## config.mk

```make
export PLATFORM = sky130hd
export DESIGN_NAME = register_write_arbiter
export DESIGN_NICKNAME = d
export VERILOG_FILES = /design/src/rtl/register_write_arbiter.sv
export SDC_FILE = /design/constraint.sdc
export NUM_CORES = 1
export LEC_CHECK = 0
export BUFFER_PORTS_ARGS = -buffer_cell sky130_fd_sc_hd__buf_2
export CAP_MARGIN = 20
export CORE_MARGIN = 3
export CORE_UTILIZATION = 45
export DETAILED_ROUTE_END_ITERATION = 8
export GPL_TIMING_DRIVEN = 1
export PLACE_DENSITY = 0.78
export RECOVER_POWER = 100
export REMOVE_ABC_BUFFERS = 1
export SYNTH_ARGS = -nofsm -noshare
export SYNTH_HDL_FRONTEND = slang
export SYNTH_SLANG_ARGS = --single-unit
```

## constraint.sdc

```tcl
create_clock -name clock -period 1.9 [get_ports clock]
set_input_delay 0.38 -clock clock [delete_from_list [all_inputs] [get_ports clock]]
set_output_delay 0.38 -clock clock [all_outputs]
set_load 0.05 [all_outputs]
```

## src/rtl/register_write_arbiter.sv

```systemverilog
// Round-robin write arbiter that shares one enable-gated storage register among N_REQ writers.
// Each grant runs IDLE -> WRITE (reg_en pulse) -> ACK (one-hot ack pulse), one write per 3 cycles.
module register_write_arbiter #(
    parameter int unsigned N_REQ  = 4,
    parameter int unsigned DATA_W = 8
) (
    input  logic                       clock,
    input  logic                       reset_n,
    input  logic [N_REQ-1:0]           req,
    input  logic [N_REQ*DATA_W-1:0]    req_data,
    output logic [DATA_W-1:0]          reg_data,
    output logic                       reg_en,
    output logic [N_REQ-1:0]           ack,
    output logic [$clog2(N_REQ)-1:0]   grant_id,
    output logic                       busy,
    output logic [7:0]                 wr_count
);

    localparam int unsigned ID_W = $clog2(N_REQ);
    localparam logic [N_REQ-1:0] ACK_LSB = {{(N_REQ-1){1'b0}}, 1'b1};

    typedef enum logic [1:0] {
        IDLE  = 2'd0,
        WRITE = 2'd1,
        ACK   = 2'd2
    } state_t;

    state_t            state;
    logic [ID_W-1:0]   ptr;

    logic              win_found;
    logic [ID_W-1:0]   win_id;
    logic [ID_W-1:0]   idx;
    logic [DATA_W-1:0] win_data;

    // First set request at or after ptr, wrapping modulo N_REQ.
    always_comb begin
        win_found = 1'b0;
        win_id    = '0;
        idx       = '0;
        for (int unsigned i = 0; i < N_REQ; i++) begin
            idx = ID_W'((32'(ptr) + i) % N_REQ);
            if (!win_found && req[idx]) begin
                win_found = 1'b1;
                win_id    = idx;
            end
        end
        win_data = req_data[32'(win_id) * DATA_W +: DATA_W];
    end

    // Sequencer: all outputs registered; reset aborts any transaction in flight.
    always_ff @(posedge clock or negedge reset_n) begin
        if (!reset_n) begin
            state    <= IDLE;
            ptr      <= '0;
            reg_data <= '0;
            reg_en   <= 1'b0;
            ack      <= '0;
            grant_id <= '0;
            busy     <= 1'b0;
            wr_count <= 8'd0;
        end else begin
            reg_en <= 1'b0;
            ack    <= '0;
            case (state)
                IDLE: begin
                    if (win_found) begin
                        state    <= WRITE;
                        grant_id <= win_id;
                        reg_data <= win_data;
                        reg_en   <= 1'b1;
                        busy     <= 1'b1;
                    end
                end
                WRITE: begin
                    state <= ACK;
                    ack   <= ACK_LSB << grant_id;
                end
                ACK: begin
                    state    <= IDLE;
                    busy     <= 1'b0;
                    wr_count <= wr_count + 8'd1;
                    ptr      <= (grant_id == ID_W'(N_REQ - 1)) ? '0 : grant_id + ID_W'(1);
                end
                default: begin
                    state <= IDLE;
                    busy  <= 1'b0;
                end
            endcase
        end
    end

endmodule

```

==> out/qor.txt <==
Overflow after GRT = 0
full die area = 3810 um2
Ys Warns = 0
post-layout min period = 1.76 ns
Pre-Repair DR Iteration Count = 4
met3 Use GR = 4.75%
most frequent cells in the layout = buf_2 (35), dfrtp_1 (28), clkbuf_1 (27)
max_cap viols = 0
gr busiest metal = met2
crit-path leading delay family = multiplexers
Final Power = 3.14 mW
diode count = 0
row count = 19
leading area contributor after synthesis = dfrtp_1
first-pass GRT wire length = 4.61 mm
Post-DRT Antenna Nets = 0
mux share of post-synthesis cell area = 14.7%
FMAX = 567 MHz
RD Place Congestion = 0.788
cts repair resizes = 0
fin crit share = 92.9%
Starting Density = 49.0%
number of H-tree levels = 1
Post-Synth XOR/XNOR Area = 4.39%
commonest non-fill, non-tap cell in the layout = buf_2
worst rel slew slack = 3.94%
simple-gate share of the synthesized area = 12.3%
Via density = 5.37
hold buffer count at CTS = 0
Post-Route WL = 3.04 mm
Post-Syn Area = 1400 um2
Seq cells post-synth = 28
post-CTS setup buffers = 0
routed vias = 1144
final setup fails = 0
Pleak = 0.864 nW
Final Hold Vio Count = 0
Die X = 61.7 um
critical path arrival = 1.96 ns
Buf/Inv on CP = 1
core area = 2850 um2
Seq/Total Area, Yosys = 50.1%
Port-buffer cells = 61
drt wl/cell = 14.3 um
Area Overhead vs Synth = 25.0%
Clock transition at path regs = 0.15 ns
critical path capture point type = flop
slowest stage cell on the critical path = dfrtp_1
nets@finish = 226
vias in the first global route = 1089
max-slew violation count = 0
GRT met2 Usage = 28.4%
largest net degree at the start of global routing = 29
Avg Cell Area, Syn = 11.7 um2
DRT iter0 DRCs = 45
Hold Path Class = in -> async
Tightest Pin Transition = 1.44 ns
share of the synthesized area in the top cell type = 50.1%
CP Cell Sequence = mux2_2, o221ai_2, buf_12, mux2i_1, o221ai_1
Synth Area in Adders = 4.48%
Power Dens Cells = 1800 nW/um2
Clock Path Buffers = 2
Critical Path Max Stage Delay = 0.46 ns
critical path peak fanout = 17
status = completed
dpl hpwl = 2.48 mm
DIE HEIGHT = 61.7 um
Setup Crit Path Kind = reg -> reg
routing usage on met1 = 20.3%
post-synth cell types = 29
Area contributors post-synth = dfrtp_1 (50%), mux2i_1 (11%), o221ai_1 (5.6%), ha_1 (4.5%), xnor2_1 (3.8%)
Sink Count = 28
RSZ-0062 raised after global routing = false
Residual DRC = 0
Inserted Clock Buffers = 3
main combinational cell family by area after synthesis = multiplexers
startpoint types = flop
Final Skew = 0.00283 ns
fin util = 61.2%
post-synthesis instance total = 119
maximum vdd drop = 0.00160 V
boundary pin count = 62
worst skew pair latency = 0.33 ns
Root Driver = clkbuf_4
CTS tree = done
total track usage = 16.4%
antenna violations before repair = 0
layout cells sized above 1 = 25.8%
CP Data Required Time = 2.09 ns
Synth Area in Compound Gates = 8.59%
==> worst register-to-register path, cell delays in order, from the launching register on <==
cell,delay [ns]
dfrtp_1,0.46
mux2_2,0.36
o221ai_2,0.21
buf_12,0.20
mux2i_1,0.25
o221ai_1,0.15
==> path summary, 6_finish.rpt <==
kind / from / slack (ns) / cells past startpoint / to
max: ptr[1]$_DFFE_PN0N_ / 0.14 / 5 / reg_data[5]$_DFFE_PN0P_
min: reset_n / 0.36 / 1 / wr_count[4]$_DFFE_PN0N_
max reg2reg: ptr[1]$_DFFE_PN0N_ / 0.14 / 5 / reg_data[5]$_DFFE_PN0P_
min reg2reg: wr_count[7]$_DFFE_PN0N_ / 0.49 / 1 / wr_count[7]$_DFFE_PN0N_
max in group asynchronous: reset_n / 0.71 / 1 / grant_id[0]$_DFFE_PN0P_
min in group clock: req_data[12] / 0.36 / 3 / reg_data[4]$_DFFE_PN0P_
==> layer usage <==
| metal | wire, um | vias up |
|---|---|---|
| met1 | 1210 | 552 |
| met5 | 0 | - |
| li1 | - | 549 |
| met2 | 1620 | 39 |
| met3 | 165 | 4 |
| met4 | 46 | 0 |
==> through the flow <==
stage / TNS (ns) / hold slack (ns) / instances / setup slack [ns] / cell area [um2]
after floorplan: -5.13 / 0.0844 / 114 / -0.594 / 1350
after global placement: 0 / 0.406 / 209 / 0.172 / 1730
after detailed placement: 0 / 0.423 / 209 / 0.0611 / 1730
after CTS: 0 / 0.0456 / 213 / 0.133 / 1790
after global routing: 0 / 0.374 / 213 / 0.0628 / 1750
final: 0 / 0.361 / 213 / 0.135 / 1750
==> area by class of cell <==
cell class | count | area [um2]
clock inverters | 1 | 30.0
inverters | 7 | 26.3
well taps | 31 | 38.8
flip-flops and latches | 28 | 701
repair buffers | 64 | 302
clock buffers | 3 | 22.5
fillers | 267 | 1110
multi-input cells | 79 | 627
==> cells by family after synthesis <==
family	Yosys count
buffers and inverters	12
AOI/OAI and AO/OA	16
DFF	28
muxes	20
and+or+nand+nor	31
xor gates and xnor gates	7
adders and majority gates	5
==> flip-flops by register name, summed over array words and instances (netlist names) <==
name	cells
reg_data	8
wr_count	8
ack	4
grant_id	2
ptr	2
state	2
busy	1
reg_en	1
==> report_power, final <==
part | leakage [nW] | internal (mW) | switching [mW] | total, mW
Sequential | 0.351 | 0.842 | 0.207 | 1.05
Combinational | 0.485 | 0.497 | 1.21 | 1.71
Clock | 0.0279 | 0.213 | 0.173 | 0.387
Total | 0.864 | 1.55 | 1.59 | 3.14
==> Yosys cell counts, drive strengths merged <==
library cell,instances
nand4,2
or2b,1
a311oi,1
xor2,1
and2,4
or3,2
nor2,1
a21boi,1
ha,5
o221ai,9
nor4,1
or3b,1
o21ai,4
mux2,4
nor2b,3
clkbuf,2
a21oi,1
mux2i,16
xnor2,6
and4,1
dfrtp,28
nand2,11
buf,3
inv,7
and3,1
nand3,3
No activity file was read; power rests on OpenSTA's default activity.
